`config.mk`:
```
export PLATFORM = sky130hd
export DESIGN_NAME = multdiv_seq_ctrl
export DESIGN_NICKNAME = d
export VERILOG_FILES = /design/src/rtl/multdiv_seq_ctrl.sv
export SDC_FILE = /design/constraint.sdc
export NUM_CORES = 1
export LEC_CHECK = 0
export BUFFER_PORTS_ARGS = -buffer_cell sky130_fd_sc_hd__buf_2
export CORE_ASPECT_RATIO = 0.9
export CORE_MARGIN = 5
export CORE_UTILIZATION = 37
export DETAILED_ROUTE_END_ITERATION = 8
export GPL_ROUTABILITY_DRIVEN = 0
export PLACE_DENSITY = 0.64
export SYNTH_ARGS = -nofsm -noshare
export SYNTH_HDL_FRONTEND = slang
export SYNTH_SLANG_ARGS = --single-unit
```
`constraint.sdc`:
```
create_clock -name clk -period 5.52 [get_ports clk]
set_input_delay 0.276 -clock clk [delete_from_list [all_inputs] [get_ports clk]]
set_output_delay 0.276 -clock clk [all_outputs]
set_load 0.01 [all_outputs]
```
`src/rtl/multdiv_seq_ctrl.sv`:
```
// ----------------------------------------------------------------------------
// multdiv_seq_ctrl
//   Sequencer for the iterative multiply/divide datapath. A single-cycle
//   ctrl_MULT or ctrl_DIV pulse starts an operation: one LOAD cycle, ITERS
//   RUN cycles that each pulse step, then one DONE cycle that pulses
//   resultRDY together with the exception flag.
//
//   Optional feature macro: MULTDIV_EARLY_EXIT_EN
//     When defined, the early_exit input is present. In RUN, early_exit ends
//     the operation on that step.
//
// Ports
//   clk        : clock, all state updates on the rising edge
//   clr        : synchronous active-high reset
//   ctrl_MULT  : start multiply (1-cycle pulse)
//   ctrl_DIV   : start divide (1-cycle pulse)
//   div_zero   : divisor==0 flag from the datapath, sampled in LOAD
//   ovf_in     : overflow flag from the datapath, sampled on the final step
//   early_exit : (MULTDIV_EARLY_EXIT_EN only) terminate RUN this cycle
//   load       : load operands into the datapath
//   step       : advance the datapath one iteration
//   op_div     : latched operation, 1=divide 0=multiply
//   count      : current iteration index
//   busy       : operation in flight (LOAD or RUN)
//   resultRDY  : 1-cycle pulse, result valid
//   exception  : exception flag, meaningful only while resultRDY=1
// ----------------------------------------------------------------------------
module multdiv_seq_ctrl #(
  parameter int unsigned ITERS = 32,
  parameter int unsigned CW    = 5
) (
  input  logic          clk,
  input  logic          clr,
  input  logic          ctrl_MULT,
  input  logic          ctrl_DIV,
  input  logic          div_zero,
  input  logic          ovf_in,
`ifdef MULTDIV_EARLY_EXIT_EN
  input  logic          early_exit,
`endif
  output logic          load,
  output logic          step,
  output logic          op_div,
  output logic [CW-1:0] count,
  output logic          busy,
  output logic          resultRDY,
  output logic          exception
);

  localparam logic [CW-1:0] LAST_IDX = CW'(ITERS - 1);

  // Elaboration-time sanity on the configuration.
  if (ITERS < 2) begin : g_iters_min
    $error("multdiv_seq_ctrl: ITERS must be at least 2");
  end
  if (ITERS > (2 ** CW)) begin : g_iters_fit
    $error("multdiv_seq_ctrl: ITERS must not exceed 2**CW");
  end

  typedef enum logic [1:0] {
    IDLE = 2'd0,
    LOAD = 2'd1,
    RUN  = 2'd2,
    DONE = 2'd3
  } state_t;

  state_t        state;
  state_t        state_nxt;

  logic          start_c;
  logic          last_c;
  logic          finish_c;

  logic          load_nxt;
  logic          step_nxt;
  logic          busy_nxt;
  logic          rdy_nxt;
  logic          op_div_nxt;
  logic          exc_nxt;
  logic [CW-1:0] count_nxt;

  // A start needs exactly one of the two request lines; both together is noise.
  assign start_c = ctrl_MULT ^ ctrl_DIV;
  assign last_c  = (count == LAST_IDX);

`ifdef MULTDIV_EARLY_EXIT_EN
  assign finish_c = last_c | early_exit;
`else
  assign finish_c = last_c;
`endif

  // State register plus the registered copies of every output.
  always_ff @(posedge clk) begin
    if (clr) begin
      state     <= IDLE;
      load      <= 1'b0;
      step      <= 1'b0;
      busy      <= 1'b0;
      resultRDY <= 1'b0;
      op_div    <= 1'b0;
      exception <= 1'b0;
      count     <= '0;
    end else begin
      state     <= state_nxt;
      load      <= load_nxt;
      step      <= step_nxt;
      busy      <= busy_nxt;
      resultRDY <= rdy_nxt;
      op_div    <= op_div_nxt;
      exception <= exc_nxt;
      count     <= count_nxt;
    end
  end

  // Next-state logic. A new start from any state restarts at LOAD.
  always_comb begin
    state_nxt = state;
    unique case (state)
      IDLE: begin
        if (start_c) state_nxt = LOAD;
      end
      LOAD: begin
        if (start_c)                 state_nxt = LOAD;
        else if (op_div && div_zero) state_nxt = DONE;
        else                         state_nxt = RUN;
      end
      RUN: begin
        if (start_c)       state_nxt = LOAD;
        else if (finish_c) state_nxt = DONE;
      end
      DONE: begin
        if (start_c) state_nxt = LOAD;
        else         state_nxt = IDLE;
      end
      default: state_nxt = IDLE;
    endcase
  end

  // Output logic: strobes are decoded from the upcoming state so that the
  // registered outputs line up with the state they belong to.
  always_comb begin
    load_nxt   = (state_nxt == LOAD);
    step_nxt   = (state_nxt == RUN);
    busy_nxt   = (state_nxt == LOAD) || (state_nxt == RUN);
    rdy_nxt    = (state_nxt == DONE);
    op_div_nxt = op_div;
    exc_nxt    = exception;
    count_nxt  = count;

    if (start_c) begin
      // Abort anything in flight and latch the new operation.
      op_div_nxt = ctrl_DIV;
      exc_nxt    = 1'b0;
      count_nxt  = '0;
    end else begin
      unique case (state)
        IDLE: begin
          exc_nxt = 1'b0;
        end
        LOAD: begin
          count_nxt = '0;
          exc_nxt   = op_div && div_zero;
        end
        RUN: begin
          if (finish_c) begin
            // Count holds on the final step so DONE reports the last index.
            exc_nxt = op_div ? 1'b0 : ovf_in;
          end else begin
            count_nxt = CW'(count + 1'b1);
            exc_nxt   = 1'b0;
          end
        end
        DONE: begin
          exc_nxt = 1'b0;
        end
        default: begin
          exc_nxt = 1'b0;
        end
      endcase
    end
  end

endmodule

```
==> flow_metrics.py, run 1 <==
metrics = {
    "sta": {
        "timing.final.crit_share_pct": 36.43,
        "slew_headroom_pct": 68.99,
        "rsz0062_at_grt": "false",
        "finalCriticalPeriod_ps": 2011,
        "setup_violations": 0,
        "hold_viol": 0,
        "worst_slack_ps": 3509,
        "tightest_slew_ps": 464.6,
        "fin_skew_ps": 2.103,
        "slew_viol_final": 0,
        "fmax_mhz": 497.3,
        "fin_setup_tns_ps": 0,
    },
    "floorplanning": {
        "ios": 17,
        "start_util_pct": 39.47,
        "dieArea_um2": 2765,
        "fp.dieW_um": 54.88,
        "die_y_um": 50.39,
        "rows": 14,
        "core-area_um2": 1699,
    },
    "global_routing": {
        "grt_pass1_vias": 476,
        "antenna_found_initial": 0,
        "gr-total-overflow": 0,
        "grt_usage_pct": 9.923,
        "grt_pass1_wl_um": 2042,
        "grt_max_degree": 18,
    },
    "logic_synthesis": {
        "syn_inst": 71,
        "synth.cell_area_um2": 670.6,
        "synth.area.top_cells": "dfxtp_1 39%, ha_1 9.3%, nor2b_1 4.7%",
        "yosysWarningCount": 0,
        "synth_xor_area_share_pct": 2.612,
        "synthesis.nets": 82,
        "yosysUniqueCellTypes": 29,
        "synth_top_area_share_pct": 38.81,
        "synth_mux_area_share_pct": 0,
        "synthSimpleGateAreaFrac_pct": 30.78,
        "syn_avg_cell_area_um2": 9.446,
        "synth_top_family_by_area": "simple AND/OR/NAND/NOR gates",
        "synth_top_cell_by_area": "dfxtp_1",
        "synth_seq_cells": 13,
        "synth_compound_area_share_pct": 13.81,
        "synth_fa_ha_area_share_pct": 9.328,
        "yosysSeqAreaShare_pct": 38.81,
    },
    "place": {
        "pre_cts_slack_ps": 3537,
        "place_hpwl_um": 919.5,
        "portBuffers": 16,
    },
    "cells_and_area": {
        "drive_gt1_share_pct": 25.84,
        "layout_common_cells": "16 x buf_2, 13 x dfxtp_1, 6 x a21oi_1",
        "n_antenna_cell": 0,
        "nets": 101,
        "final_common_cell": "buf_2",
        "syn_to_final_growth_pct": 17.91,
        "fillers": 175,
    },
    "critical_path": {
        "cpMostUsedCell": "ha_1",
        "crit_fanout": 8,
        "path_cells": "ha_1 -> and3_1 -> ha_1 -> and3b_2 -> and3b_1 -> inv_1 -> ha_1 -> nor2_1",
        "cp.depth": 8,
        "r2r_start": "count[0]$_SDFFE_PP0P_",
        "reg2reg_depth": 8,
        "crit_arrival_ps": 2220,
        "cp.buffers_inverters": 1,
        "cp.required_ps": 5730,
        "r2r-end": "busy$_SDFF_PP0_",
        "end_kind": "flop",
        "worstSetupPathType": "reg -> reg",
        "r2r_slack_ps": 3510,
        "cpMaxStageDelayCell": "dfxtp_1",
        "startpoint": "count[0]$_SDFFE_PP0P_",
        "max_stage_delay_ps": 380,
        "crit_family": "adder cells",
        "crit_path_end": "busy$_SDFF_PP0_",
        "cp-start-kind": "flop",
    },
    "clocking": {
        "cts_made_buffers": 3,
        "cts.sinks": 13,
        "postCtsHoldBufs": 0,
        "htree_levels": 1,
        "cts-root-buf": "clkbuf_4",
        "tritoncts": "done",
        "clk_pin_slew_worst_paths_ps": 80,
        "clock_path_buffers": 2,
        "insertion_delay_ps": 270,
        "post_cts_buffers": 0,
        "cts-resized-gates": 0,
    },
    "route": {
        "first_pass_iters": 4,
        "ant_nets": 0,
        "vias": 531,
        "wl_per_cell_um": 10.96,
        "wl_um": 1238,
        "drt_first_iter_violations": 12,
        "via_per_inst": 4.699,
        "drc": 0,
    },
    "power": {
        "ir_drop_mv": 0.08918,
        "leakagePower_nw": 0.3956,
        "powerDensity_nw_per_um2": 227.3,
    },
    "run": {
        "drv_cap": 0,
    },
    "run_status": {
        "status": "completed",
    },
    "worst_hold_path": {
        "hp-class": "in -> reg",
    },
}
## cell type report
cell class	count	area [µm²]	share of cell area, %
multi-input combinational	52	379.1	47.94
sequential	13	260.3	32.91
timing repair buffer	16	80.08	10.13
tap	24	30.03	3.797
clock buffer	4	26.28	3.323
inverter	4	15.01	1.899
## state kept, by name, indices dropped and copies added, names as in the netlist
| signal | flops |
|---|---|
| exception | 1 |
| op_div | 1 |
| busy | 1 |
| load | 1 |
| count | 5 |
| resultRDY | 1 |
| state | 2 |
| step | 1 |
## per-stage QoR
step | hold WS [ps] | cell area (µm²) | power, mW | instances | utilization, %
CTS | 250.9 | 790.8 | 0.1825 | 113 | 46.54
floorplan | 342.7 | 670.6 | 0.1172 | 71 | -
detailed placement | 496.1 | 764.5 | 0.1240 | 109 | 44.99
global placement | 488.3 | 764.5 | 0.1239 | 109 | 44.99
finish | 256.6 | 790.8 | 0.1798 | 113 | 46.54
global route | 259.9 | 790.8 | 0.1893 | 113 | 46.54
## synthesized netlist by cell type
| library cell | instances |
|---|---|
| and2_2 | 1 |
| and3_1 | 1 |
| nor2_1 | 4 |
| nand2b_1 | 3 |
| a21oi_1 | 6 |
| buf_2 | 1 |
| o311ai_0 | 1 |
| a31oi_1 | 1 |
| or4b_1 | 1 |
| buf_6 | 1 |
| a21o_1 | 2 |
| ha_1 | 5 |
| nor2b_1 | 5 |
| inv_1 | 4 |
| nand4b_1 | 1 |
| dfxtp_1 | 13 |
| o21bai_1 | 2 |
| and3b_2 | 1 |
| nand4b_4 | 1 |
| and4bb_2 | 1 |
| xor2_1 | 1 |
| nand3b_1 | 3 |
| nand3_1 | 1 |
| nand2_1 | 5 |
| nor3b_1 | 1 |
| o21a_1 | 1 |
| o21ai_0 | 2 |
| xnor2_1 | 1 |
| and3b_1 | 1 |
## metal layers
metal | GRT usage (%) | vias to the layer above | routed length (µm)
met2 | 13.39 | 10 | 537
met3 | 2.071 | 2 | 38
met5 | 0 | - | 0
li1 | - | 284 | -
met4 | 7.054 | 0 | 27
met1 | 13.62 | 235 | 634
## kinds of logic (layout without fill, tap and decap cells)
logic type                 after synthesis  in the layout
xor gates and xnor gates                 2              2
and+or+nand+nor                         30             30
buffers and inverters                    6             24
AOI/OAI and AO/OA                       15             15
adders and majority gates                5              5
DFF                                     13             13
## report_power, final
part           internal [mW]  switching [mW]
clock                 0.0279          0.0302
combinational        0.00924          0.0102
sequential            0.0976         0.00459
total                  0.135          0.0450
## worst register-to-register path, cell delays in order (launching register included)
cell and delay (ps):
dfxtp_1 380, ha_1 250, and3_1 190, ha_1 250, and3b_2 230, and3b_1 250
inv_1 70, ha_1 260, nor2_1 90
## worst min path at each step
stage | from | endpoint | cells past startpoint
after CTS | clr | busy$_SDFF_PP0_ | 2
after global routing | clr | step$_SDFF_PP0_ | 2
after detailed placement | count[4]$_SDFFE_PP0P_ | count[4]$_SDFFE_PP0P_ | 2
after floorplan | clr | busy$_SDFF_PP0_ | 1
after global placement | op_div$_SDFFE_PP0N_ | op_div$_SDFFE_PP0N_ | 2
final | clr | busy$_SDFF_PP0_ | 2
No activity file was read; power rests on OpenSTA's default activity.
==> run 2: changes to the inputs <==
--- a/config.mk
+++ b/config.mk
@@ -11,7 +11,7 @@
 export CORE_UTILIZATION = 37
 export DETAILED_ROUTE_END_ITERATION = 8
 export GPL_ROUTABILITY_DRIVEN = 0
-export PLACE_DENSITY = 0.64
+export PLACE_DENSITY = 0.66
 export SYNTH_ARGS = -nofsm -noshare
 export SYNTH_HDL_FRONTEND = slang
 export SYNTH_SLANG_ARGS = --single-unit
==> constraint.sdc (replaced) <==
create_clock -name clk -period 1.7 [get_ports clk]
set_input_delay 0.085 -clock clk [delete_from_list [all_inputs] [get_ports clk]]
set_output_delay 0.085 -clock clk [all_outputs]
set_load 0.01 [all_outputs]
==> flow_metrics.py, run 2 (same netlist as run 1, synthesis figures left out) <==
metrics = {
    "cells_and_area": {
        "final_cells": 122,
        "syn_to_final_growth_pct": 40.67,
        "top_register": "count",
        "reg.largest.list": "count (5), state (2)",
        "n_antenna_cell": 0,
        "final_common_cell": "buf_2",
        "nets": 110,
        "drive_gt1_share_pct": 43.88,
        "largest_register_ffs": 5,
        "layout_common_cells": "16 x buf_2, 11 x dfxtp_1, 9 x buf_4",
    },
    "sta": {
        "fmax_mhz": 575.6,
        "timing.final.crit_share_pct": 102.2,
        "slew_viol_final": 0,
        "hold_viol": 0,
        "tightest_slew_ps": 315.1,
        "slew_headroom_pct": 78.72,
        "rsz0062_at_grt": "true",
        "worst_slack_ps": -37.17,
        "whs_ps": 76.01,
        "finalCriticalPeriod_ps": 1737,
        "setup_violations": 4,
        "fin_skew_ps": 2.666,
    },
    "place": {
        "dp_cells": 118,
        "place_hpwl_um": 1111,
        "portBuffers": 16,
    },
    "critical_path": {
        "cp.required_ps": 1880,
        "reg2reg_depth": 8,
        "r2r-end": "busy$_SDFF_PP0_",
        "cp.buffers_inverters": 1,
        "cp-start-kind": "flop",
        "worstSetupPathType": "reg -> reg",
        "max_stage_delay_ps": 360,
        "end_kind": "flop",
        "crit_arrival_ps": 1920,
        "r2r_slack_ps": -40,
        "cpMaxStageDelayCell": "dfxtp_4",
        "crit_family": "simple AND/OR/NAND/NOR gates",
        "cpMostUsedCell": "ha_4",
        "path_cells": "ha_4 -> and3_4 -> ha_4 -> and3b_2 -> and3b_1 -> inv_2 -> ha_4 -> nor2_2",
        "r2r_start": "count[1]$_SDFFE_PP0P_",
        "crit_fanout": 4,
    },
    "worst_hold_path": {
        "hp-start": "ovf_in",
        "whs_path_depth": 3,
        "min_to": "exception$_SDFF_PP0_",
        "hp-class": "in -> reg",
    },
    "route": {
        "ant_nets": 0,
        "wl_per_cell_um": 11.98,
        "via_per_inst": 4.770,
        "first_pass_iters": 4,
        "drc": 0,
        "vias": 582,
        "wl_um": 1461,
        "drt_first_iter_violations": 10,
    },
    "floorplanning": {
        "ios": 17,
        "fp.dieW_um": 54.88,
        "rows": 14,
        "core-area_um2": 1699,
        "start_util_pct": 39.47,
        "dieArea_um2": 2765,
        "die_y_um": 50.39,
    },
    "clocking": {
        "clk_pin_slew_worst_paths_ps": 80,
        "insertion_delay_ps": 280,
        "cts-root-buf": "clkbuf_4",
        "tritoncts": "done",
        "cts.sinks": 13,
        "clock_path_buffers": 2,
        "htree_levels": 1,
        "post_cts_buffers": 0,
        "postCtsHoldBufs": 0,
        "cts_made_buffers": 3,
    },
    "global_routing": {
        "grt_use_met2_pct": 16.73,
        "gr-total-overflow": 0,
        "met3_usage_pct": 2.663,
        "antenna_found_initial": 0,
        "use_met1_pct": 17.92,
        "grt_max_degree": 15,
        "grt_pass1_vias": 545,
        "grt_pass1_wl_um": 2539,
        "grt_usage_pct": 12.52,
        "top_usage_layer": "met1",
    },
    "run": {
        "drv_cap": 0,
    },
    "power": {
        "ir_drop_mv": 0.5469,
        "powerDensity_nw_per_um2": 654.8,
        "leakagePower_nw": 0.4398,
    },
    "run_status": {
        "status": "complete, but fails checks",
        "violations": "setup timing",
    },
}
run 2: per-stage QoR:
step	setup slack (ps)	setup TNS [ps]	power [mW]	utilization (%)	cell area [µm²]
after global routing	-97.79	-412.6	0.6594	55.52	943.4
after floorplan	-40.38	-95.14	0.3778	-	708.2
after CTS	-44.91	-147.9	0.6153	54.93	933.4
after detailed placement	-33.70	-75.93	0.4107	51.18	869.6
final	-37.17	-89.05	0.6177	55.52	943.4
after global placement	5.418	0	0.4087	51.18	869.6
run 2: timing repair:
item,in CTS,in global routing
pin swaps,1,1
setup endpoints to repair,4,5
gates resized for setup,6,3
run 2: routing by layer:
metal  up-vias  part of all wire (%)
met5         -                     0
met4         0                   2.1
met3         4                   5.6
met2        11                    44
met1       263                    48
li1        304                     -
run 2: how the worst max path moves through the flow:
stage | start | end | slack [ps] | cells after the start
after detailed placement | count[1]$_SDFFE_PP0P_ | count[3]$_SDFFE_PP0P_ | -30 | 6
final | count[1]$_SDFFE_PP0P_ | busy$_SDFF_PP0_ | -40 | 8
after floorplan | count[1]$_SDFFE_PP0P_ | busy$_SDFF_PP0_ | -40 | 8
after global routing | count[0]$_SDFFE_PP0P_ | busy$_SDFF_PP0_ | -100 | 8
after CTS | count[1]$_SDFFE_PP0P_ | count[3]$_SDFFE_PP0P_ | -40 | 6
after global placement | count[1]$_SDFFE_PP0P_ | busy$_SDFF_PP0_ | 5 | 8
run 2: power by group:
part	leakage [nW]	switching, mW	total (mW)	internal, mW
sequential	0.108	0.00766	0.322	0.314
clock	0.0150	0.105	0.197	0.0912
combinational	0.317	0.0534	0.0993	0.0459
run 2: area by class of cell:
cell class | instances | area, µm²
fill | 152 | 755.7
multi-input combinational | 52 | 456.7
sequential | 13 | 267.8
timing repair buffer | 25 | 147.6
tap | 24 | 30.03
clock buffer | 4 | 26.28
inverter | 4 | 15.01
run 2: worst reg2reg max path: cells and delay by family (launching register included):
kind,cells,cell delay [ps]
buffers and inverters,1,70
AND/OR/NAND/NOR,4,630
flip-flops,1,360
adder cells (fa/ha/maj),3,580
